### src/rtl/resp_stream_pkg.sv
// Shared constants and entry layout for the response-capture stream FIFO:
// CSR addresses, CTRL/STATUS bit positions and the stored FIFO entry format.
package resp_stream_pkg;

    localparam logic [1:0] CSR_CTRL    = 2'd0;
    localparam logic [1:0] CSR_PKT_LEN = 2'd1;
    localparam logic [1:0] CSR_LEVEL   = 2'd2;
    localparam logic [1:0] CSR_STATUS  = 2'd3;

    localparam int CTRL_ENABLE_BIT     = 0;
    localparam int CTRL_FLUSH_BIT      = 1;
    localparam int STATUS_OVERFLOW_BIT = 0;
    localparam int STATUS_EMPTY_BIT    = 1;
    localparam int STATUS_FULL_BIT     = 2;

    localparam int PKT_LEN_W    = 8;
    localparam int ENTRY_DATA_W = 32;

    // Widest stream word supported; narrower OUT_W uses the low bits of data.
    typedef struct packed {
        logic                    sop;
        logic                    eop;
        logic [ENTRY_DATA_W-1:0] data;
    } fifo_entry_t;

endpackage

### src/rtl/resp_sync_fifo.sv
// Show-ahead single-clock FIFO with full/empty/level and a synchronous clear
// that overrides any same-cycle push or pop.
module resp_sync_fifo #(
    parameter int WIDTH = 34,
    parameter int DEPTH = 64,
    parameter int LVL_W = $clog2(DEPTH) + 1
) (
    input  logic             clk,
    input  logic             rst,
    input  logic             i_clear,
    input  logic             i_push,
    input  logic             i_pop,
    input  logic [WIDTH-1:0] i_wdata,
    output logic [WIDTH-1:0] o_rdata,
    output logic             o_full,
    output logic             o_empty,
    output logic [LVL_W-1:0] o_level
);

    localparam int AW = $clog2(DEPTH);

    logic [WIDTH-1:0] r_mem [DEPTH];
    logic [AW-1:0]    r_wr_ptr;
    logic [AW-1:0]    r_rd_ptr;
    logic [LVL_W-1:0] r_level;
    logic             w_push;
    logic             w_pop;

    assign w_push = i_push & ~o_full  & ~i_clear;
    assign w_pop  = i_pop  & ~o_empty & ~i_clear;

    always_ff @(posedge clk) begin
        if (w_push) begin
            r_mem[r_wr_ptr] <= i_wdata;
        end
    end

    always_ff @(posedge clk or posedge rst) begin
        if (rst) begin
            r_wr_ptr <= '0;
            r_rd_ptr <= '0;
            r_level  <= '0;
        end else if (i_clear) begin
            r_wr_ptr <= '0;
            r_rd_ptr <= '0;
            r_level  <= '0;
        end else begin
            if (w_push) begin
                r_wr_ptr <= r_wr_ptr + 1'b1;
            end
            if (w_pop) begin
                r_rd_ptr <= r_rd_ptr + 1'b1;
            end
            case ({w_push, w_pop})
                2'b10:   r_level <= r_level + 1'b1;
                2'b01:   r_level <= r_level - 1'b1;
                default: r_level <= r_level;
            endcase
        end
    end

    // Head is read combinationally so a new word shows one cycle after its push.
    assign o_rdata = r_mem[r_rd_ptr];
    assign o_full  = (r_level == LVL_W'(DEPTH));
    assign o_empty = (r_level == '0);
    assign o_level = r_level;

endmodule

### src/rtl/resp_stream_fifo.sv
// Response capture -> packetiser -> FIFO -> Avalon-ST source, with a 4-register CSR.
// Optional macro RESP_SEQ_EN puts a wrapping sequence counter in the upper word field.
module resp_stream_fifo
    import resp_stream_pkg::*;
#(
    parameter int RESP_W = 11,
    parameter int OUT_W  = 32,
    parameter int DEPTH  = 64,
    parameter int LVL_W  = $clog2(DEPTH) + 1
) (
    input  logic              clk_clk,
    input  logic              reset_reset,
    input  logic [RESP_W-1:0] resp_data,
    input  logic              resp_valid,
    input  logic [1:0]        csr_address,
    input  logic              csr_read,
    input  logic              csr_write,
    input  logic [OUT_W-1:0]  csr_writedata,
    output logic [OUT_W-1:0]  csr_readdata,
    output logic [OUT_W-1:0]  out_data,
    output logic              out_valid,
    input  logic              out_ready,
    output logic              out_startofpacket,
    output logic              out_endofpacket
);

    localparam int UPPER_W = OUT_W - RESP_W;

    logic                 r_enable;
    logic [PKT_LEN_W-1:0] r_pkt_len;
    logic [PKT_LEN_W-1:0] r_pcnt;
    logic                 r_overflow;
    logic [OUT_W-1:0]     r_csr_readdata;

    logic                 w_full;
    logic                 w_empty;
    logic [LVL_W-1:0]     w_level;
    logic                 w_flush;
    logic                 w_cap_req;
    logic                 w_accept;
    logic                 w_drop;
    logic                 w_pop;
    logic                 w_sop;
    logic                 w_eop;
    logic [UPPER_W-1:0]   w_upper;
    logic [OUT_W-1:0]     w_word;
    logic [OUT_W+1:0]     w_rd_bits;
    logic [OUT_W-1:0]     w_rd_mux;
    fifo_entry_t          w_wr_ent;
    fifo_entry_t          w_head;
    logic                 w_unused;

    assign w_flush   = csr_write & (csr_address == CSR_CTRL) & csr_writedata[CTRL_FLUSH_BIT];
    assign w_cap_req = resp_valid & r_enable;
    assign w_accept  = w_cap_req & ~w_full & ~w_flush;
    assign w_drop    = w_cap_req & w_full;
    assign w_pop     = out_valid & out_ready;

    assign w_sop = (r_pcnt == '0);
    assign w_eop = (r_pcnt >= (r_pkt_len - 8'd1));

`ifdef RESP_SEQ_EN
    logic [UPPER_W-1:0] r_seq;

    always_ff @(posedge clk_clk or posedge reset_reset) begin
        if (reset_reset) begin
            r_seq <= '0;
        end else if (w_accept) begin
            r_seq <= r_seq + 1'b1;
        end
    end

    assign w_upper = r_seq;
`else
    assign w_upper = '0;
`endif

    assign w_word = {w_upper, resp_data};

    // pcnt only moves on accepted words, so disabled or dropped strobes hold the packet position.
    always_ff @(posedge clk_clk or posedge reset_reset) begin
        if (reset_reset) begin
            r_pcnt <= '0;
        end else if (w_flush) begin
            r_pcnt <= '0;
        end else if (w_accept) begin
            r_pcnt <= w_eop ? '0 : r_pcnt + 8'd1;
        end
    end

    always_ff @(posedge clk_clk or posedge reset_reset) begin
        if (reset_reset) begin
            r_enable   <= 1'b0;
            r_pkt_len  <= 8'd1;
            r_overflow <= 1'b0;
        end else begin
            if (csr_write && csr_address == CSR_CTRL) begin
                r_enable <= csr_writedata[CTRL_ENABLE_BIT];
            end
            if (csr_write && csr_address == CSR_PKT_LEN) begin
                r_pkt_len <= (csr_writedata[PKT_LEN_W-1:0] == '0) ? 8'd1 : csr_writedata[PKT_LEN_W-1:0];
            end
            if (w_drop) begin
                r_overflow <= 1'b1;
            end else if (csr_write && csr_address == CSR_STATUS && csr_writedata[STATUS_OVERFLOW_BIT]) begin
                r_overflow <= 1'b0;
            end
        end
    end

    always_comb begin
        w_rd_mux = '0;
        case (csr_address)
            CSR_CTRL:    w_rd_mux[CTRL_ENABLE_BIT] = r_enable;
            CSR_PKT_LEN: w_rd_mux[PKT_LEN_W-1:0]   = r_pkt_len;
            CSR_LEVEL:   w_rd_mux[LVL_W-1:0]       = w_level;
            default: begin
                w_rd_mux[STATUS_OVERFLOW_BIT] = r_overflow;
                w_rd_mux[STATUS_EMPTY_BIT]    = w_empty;
                w_rd_mux[STATUS_FULL_BIT]     = w_full;
            end
        endcase
    end

    always_ff @(posedge clk_clk or posedge reset_reset) begin
        if (reset_reset) begin
            r_csr_readdata <= '0;
        end else if (csr_read) begin
            r_csr_readdata <= w_rd_mux;
        end
    end

    assign csr_readdata = r_csr_readdata;

    always_comb begin
        w_wr_ent      = '0;
        w_wr_ent.sop  = w_sop;
        w_wr_ent.eop  = w_eop;
        w_wr_ent.data = ENTRY_DATA_W'(w_word);
    end

    resp_sync_fifo #(
        .WIDTH (OUT_W + 2),
        .DEPTH (DEPTH),
        .LVL_W (LVL_W)
    ) u_fifo (
        .clk     (clk_clk),
        .rst     (reset_reset),
        .i_clear (w_flush),
        .i_push  (w_accept),
        .i_pop   (w_pop),
        .i_wdata ({w_wr_ent.sop, w_wr_ent.eop, w_wr_ent.data[OUT_W-1:0]}),
        .o_rdata (w_rd_bits),
        .o_full  (w_full),
        .o_empty (w_empty),
        .o_level (w_level)
    );

    always_comb begin
        w_head      = '0;
        w_head.sop  = w_rd_bits[OUT_W+1];
        w_head.eop  = w_rd_bits[OUT_W];
        w_head.data = ENTRY_DATA_W'(w_rd_bits[OUT_W-1:0]);
    end

    assign out_valid         = ~w_empty;
    assign out_data          = out_valid ? w_head.data[OUT_W-1:0] : '0;
    assign out_startofpacket = out_valid & w_head.sop;
    assign out_endofpacket   = out_valid & w_head.eop;

    assign w_unused = ^{csr_writedata[OUT_W-1:PKT_LEN_W]};

endmodule

### config.mk
export PLATFORM = sky130hd
export DESIGN_NAME = resp_stream_fifo
export DESIGN_NICKNAME = d
export VERILOG_FILES = /design/src/rtl/resp_stream_pkg.sv /design/src/rtl/resp_sync_fifo.sv /design/src/rtl/resp_stream_fifo.sv
export SDC_FILE = /design/constraint.sdc
export NUM_CORES = 1
export LEC_CHECK = 0
export CAP_MARGIN = 20
export CORE_MARGIN = 10
export CORE_UTILIZATION = 33
export DETAILED_ROUTE_END_ITERATION = 8
export PLACE_DENSITY = 0.51
export SETUP_SLACK_MARGIN = 0.02
export SYNTH_ARGS = -nofsm -noshare
export SYNTH_HDL_FRONTEND = slang
export SYNTH_SLANG_ARGS = --single-unit
### constraint.sdc
create_clock -name clk_clk -period 14.74 [get_ports clk_clk]
set_input_delay 1.474 -clock clk_clk [delete_from_list [all_inputs] [get_ports clk_clk]]
set_output_delay 1.474 -clock clk_clk [all_outputs]
set_load 0.02 [all_outputs]
# Word-level counts from Yosys, hierarchy flattened
# Memory sizes are Yosys's and may differ from the RTL's.
# Index checks and enable logic that the tools add are counted.
# op_classes
addsub,6
order_cmp,1
n_eq_ne,6
mux,19
n_bitwise,16
reduce_logical,13
# op_table
cell,n
two-way mux 32 bit,1
two-way mux 8 bit,4
two-way mux 6 bit,4
zero test 8 bit,2
one-hot mux 7 bit (2 select lines),1
bitwise AND 1 bit,13
adder 6 x 1 -> 6 bit (second input constant),2
adder 8 x 1 -> 8 bit (second input constant),1
greater-or-equal comparator 8 bit,1
one-hot mux 4 bit (2 select lines),1
nonzero test 2 bit,4
subtractor 8 x 1 -> 8 bit (second input constant),1
adder 7 x 1 -> 7 bit (second input constant),1
equality test 7 bit (second input constant),1
zero test 7 bit,1
two-way mux 7 bit,1
subtractor 7 x 1 -> 7 bit (second input constant),1
equality test 2 bit (second input constant),3
one-hot mux 2 bit (3 select lines),1
two-way mux 1 bit,5
equality test 2 x 1 -> 1 bit (second input constant),2
logical AND 1 bit,4
inverter 1 bit,3
one-hot mux 1 bit (3 select lines),1
2 further kinds,2
# word_totals
reg_bits,45
mem_bits_rw,832
inputBits,51
out_inout_bits,67
word_cells,70
memories,1
# memory_table
memory,words,word_bits,rd,rd_clocked_by_memory_dff,write_ports,line,rtl
u_fifo.r_mem,64,13,1,0,1,resp_sync_fifo.sv:22,logic [WIDTH-1:0] r_mem [DEPTH];

# Depth between registers and ports, before layout
# depth
ltp_word,10
ltp_mapped,16
mapped_depth_nobuf,14

# Cells and area by module
# A second synthesis with hierarchy kept.
# hier_totals
hier_cells,3826
area_unflattened_um2,85761.0
# by_module_without_submodules
module,n_inst,cells_per_inst,area_each_um2,seq_area_each_um2
resp_sync_fifo,1,3601,83710.3,65818.1
resp_stream_fifo,1,225,2050.7,651.9

# Least setup slack after synthesis
# Ideal clock, no wire load.
# synth_path
kind,flip-flop to flip-flop
from,reg r_pcnt[0]
to,"mem u_fifo.r_mem[0][12] (netlist name), data pin"
setup_time_ns,0.864
arrival_time_ns,4.581
required_ns,13.876
setup_slack_ns,9.295
stages_incl_launch_ff,5
path_buffers,0
period_less_slack_ns,5.445
cell_sequence,dfrtp_1 > inv_1 > ha_1 > or4b_2 > nor4_1
# synth_between
elab_chain_cells,1
# synth_rtl
item,line,rtl
"start, declared",resp_stream_fifo.sv:31,logic [PKT_LEN_W-1:0] r_pcnt;
"start signal, assigned",resp_stream_fifo.sv:87,r_pcnt <= w_eop ? '0 : r_pcnt + 8'd1;
zero test 8 bit,resp_stream_fifo.sv:59,assign w_sop = (r_pcnt == '0);
via w_sop,resp_stream_fifo.sv:43,logic w_sop;
"end, declared",resp_sync_fifo.sv:22,
# The timed path passes the listed nets, and every way through them passes these cells.

# Final worst setup path
# layout_path
from,reg u_fifo.r_rd_ptr[1]
to,out out_data[9]
# layout_between
elab_chain_cells,2
# layout_rtl
item,line,rtl
"start, declared",resp_sync_fifo.sv:24,logic [AW-1:0] r_rd_ptr;
"start signal, assigned",resp_sync_fifo.sv:52,r_rd_ptr <= r_rd_ptr + 1'b1;
memory (64 x 13 bit),-,
two-way mux 32 bit,resp_stream_fifo.sv:167,assign out_data = out_valid ? w_head.data[OUT_W-1:0] : '0;
"end, declared",resp_stream_fifo.sv:20,"output logic [OUT_W-1:0] out_data,"
# Every way passes these cells.

==> metrics.txt <==
status completed; Avg WL per Cell 25.5 um; Post-DP HPWL 50700 um; setup TNS after final layout 0 ns; Leakage Power 12.9 nW; fillers 9459; CTS tree built; switching share of power 30.6%; fin crit share 48.5%; Int Power 4.92 mW; CTS H-tree depth 3; cell area after synthesis 35100 um2; Die Width 346 um; ANT nets after route 0; number of core rows 119; crit path from u_fifo.r_rd_ptr[1]; Clock Root Buffer clkbuf_16; CTS Buf Count 92; Pre-Repair DR Iteration Count 5; Top delay family on crit path buffers and inverters; area post-placement 37300 um2; DRT iter0 DRCs 1496; combinational power share 26.6%; post-CTS sizing 0; Worst setup SP type register; sw power 2.17 mW; min-delay src r_overflow; Clock Latency Late Sink 0.67 ns; Clock Pin Slew Worst Setup and Hold Paths 0.06 ns; Slew headroom 16.0%; area delta synth->final 14.6%; Setup CP Type register to output pin; post-CTS setup buffers 0; total power 7.08 mW; FF+latch count, synth 877; final wirelength 85600 um; critical path fanouts, max 54; Seq/Total Area, Yosys 74.3%; die area 120000 um2; largest cells by area after synthesis edfxtp_1 (71%), mux4_2 (13%), dfrtp_1 (3.1%); Seq pwr share 42.0%; vias in the first global route 17.9k; gr usage total 14.1%; clk_skew 0.0274 ns; yosys warns 0; Max Clock Freq 140 MHz; via/cell ratio 5.19; I/O Buffers 48; Slew @ Worst Pin 1.23 ns; most common cell in the netlist edfxtp_1; number of hold buffers added after cts 0; ys flop type edfxtp_1; worst r2r src u_fifo.o_level[2]; PwrDens 176 nW/um2; I/O pin total 118; RePlAce Congestion 0.777; WHS 0.499 ns; nets@finish 1965; Via Count 17.4k; # diodes 0; Worst EP required 13.27 ns; number of enable flip-flop cells after synthesis 832; Hold Vio Cnt, Final 0; DRC 0; CP max stage delay 1.10 ns; Hold/Removal Path Class register to register; Async S/R FF share, synth 5.13%; clock sinks 877; Max-cap violations 0; Post-synth top cells edfxtp_1 (832), mux4_2 (197), nor2_1 (105); Yosys top cell by area edfxtp_1; RSZ-0062 raised after global routing no; share of layout cells above drive strength 1 23.9%; most used cell, CP buf_4; CP Buf/Inv Count 3; Layout Utilization 38.1%; Core ar. 106000 um2; Synth top area share 71.1%; CTS Buffer Depth 3; Initial Util 33.3%; # setup viols final 0; post-synthesis area per instance 20.1 um2; Post-Syn Instances 1751; initial antenna violation count 2; Pins Over Slew Limit 0; Finished Cell Area 40300 um2; VDD IR max 0.109 mV; first-pass GRT wire length 126000 um; Data arrival, critical path 5.68 ns; Die H 346 um; crit path cell chain buf_4 > buf_4 > mux4_2 > mux2i_1 > a2111oi_0 > a22o_1 > clkdlybuf4s50_1; Clock power frac 31.5%; total gr overflow 0; Synth cell types 63; min Tclk post-route 7.15 ns; largest net degree at the start of global routing 82; Worst path slowest cell a2111oi_0; CP endpoint kind output pin
[area by class of cell]
class / instances / area, um2 / share of cell area, %
Multi-Input combinational cell: 771 / 8280 / 20.6
Clock buffer: 114 / 2400 / 5.97
Clock inverter: 56 / 493 / 1.22
Tap cell: 1391 / 1740 / 4.32
Timing Repair Buffer: 137 / 1160 / 2.89
Inverter: 14 / 57.6 / 0.143
Sequential cell: 877 / 26100 / 64.9
[routing by layer]
metal	share of wire (%)	global-route usage (%)	up-vias	routed length, um
met5	0	0	-	0
met4	2.5	4.25	0	2130
met3	6.8	3.09	107	5780
met2	47	21.9	586	39900
met1	44	19.6	9339	37700
li1	-	-	7407	-
[metrics by stage]
step	cells	setup WS, ns
2_1_floorplan	1795	9.30
3_3_place_gp	3185	8.17
3_5_place_dp	3187	8.17
4_1_cts	3357	7.47
5_1_grt	3360	7.41
6_report	3360	7.59
[registers in the layout (all words and copies together), names as in the netlist]
| name | cells |
|---|---|
| u_fifo.r_mem | 832 |
| u_fifo.o_level | 7 |
| u_fifo.r_rd_ptr | 6 |
| r_pcnt | 8 |
| r_overflow | 1 |
| r_enable | 1 |
| csr_readdata | 8 |
| r_pkt_len | 8 |
| u_fifo.r_wr_ptr | 6 |
[worst register-to-register path, cell delays in order (launching register included)]
cell,delay (ns)
dfrtp_1,0.51
nor4_4,0.41
nand3b_1,0.43
nand2_1,0.33
nor2_1,0.10
ha_1,0.42
xor2_1,0.22
ha_1,0.24
a21boi_0,0.13
o22a_1,0.24
a211o_1,0.30
a31oi_1,0.18
xnor2_1,0.14
nor2_1,0.05
[power groups by stage]
| stage | logic (mW) | registers [mW] | clock network (mW) |
|---|---|---|---|
| 6_report | 1.88 | 2.97 | 2.23 |
| 3_5_place_dp | 1.91 | 3.03 | 0 |
| 3_3_place_gp | 1.89 | 3.03 | 0 |
| 4_1_cts | 1.92 | 2.98 | 2.28 |
| 2_1_floorplan | 1.35 | 2.93 | 0 |
| 5_1_grt | 2.03 | 2.99 | 2.38 |
[worst paths after layout]
path | endpoint | slack (ns) | cells after the start
worst max-delay path | out_data[9] | 7.59 | 7
worst min-delay path | r_overflow | 0.50 | 2
worst max register to register | u_fifo.o_level[6] | 10.90 | 13
worst min register to register | r_overflow | 0.50 | 2
max in group asynchronous | r_pkt_len[0] | 13.19 | 3
min in group asynchronous | r_enable | 1.03 | 2
[logic make-up (layout without fill, tap and decap cells)]
family          after synthesis  after routing  synth area share [%]
simple gates                257            257                  3.43
mux                         251            251                  14.7
fa+ha+maj                    21             21                 0.748
compound gates              175            175                  3.49
xor+xnor                     22             22                 0.548
buf+inv                     147            321                  2.74
other cells                   1             45                0.0107
flops                       877            877                  74.3
[cells in the final DEF, fill, tap and decap left out, drive strengths merged, types with 23 or more instances in the layout]
cell and n:
a21oi 33, a22oi 23, buf 100, clkbuf 114, clkdlybuf4s50 37, clkinv 44
conb 45, dfrtp 44, edfxtp 832, mux2i 31, mux4 208, nand2 54
nand3 26, nor2 107, o21ai 23, o22ai 25
Note: power is estimated with default switching activity, not from simulation.
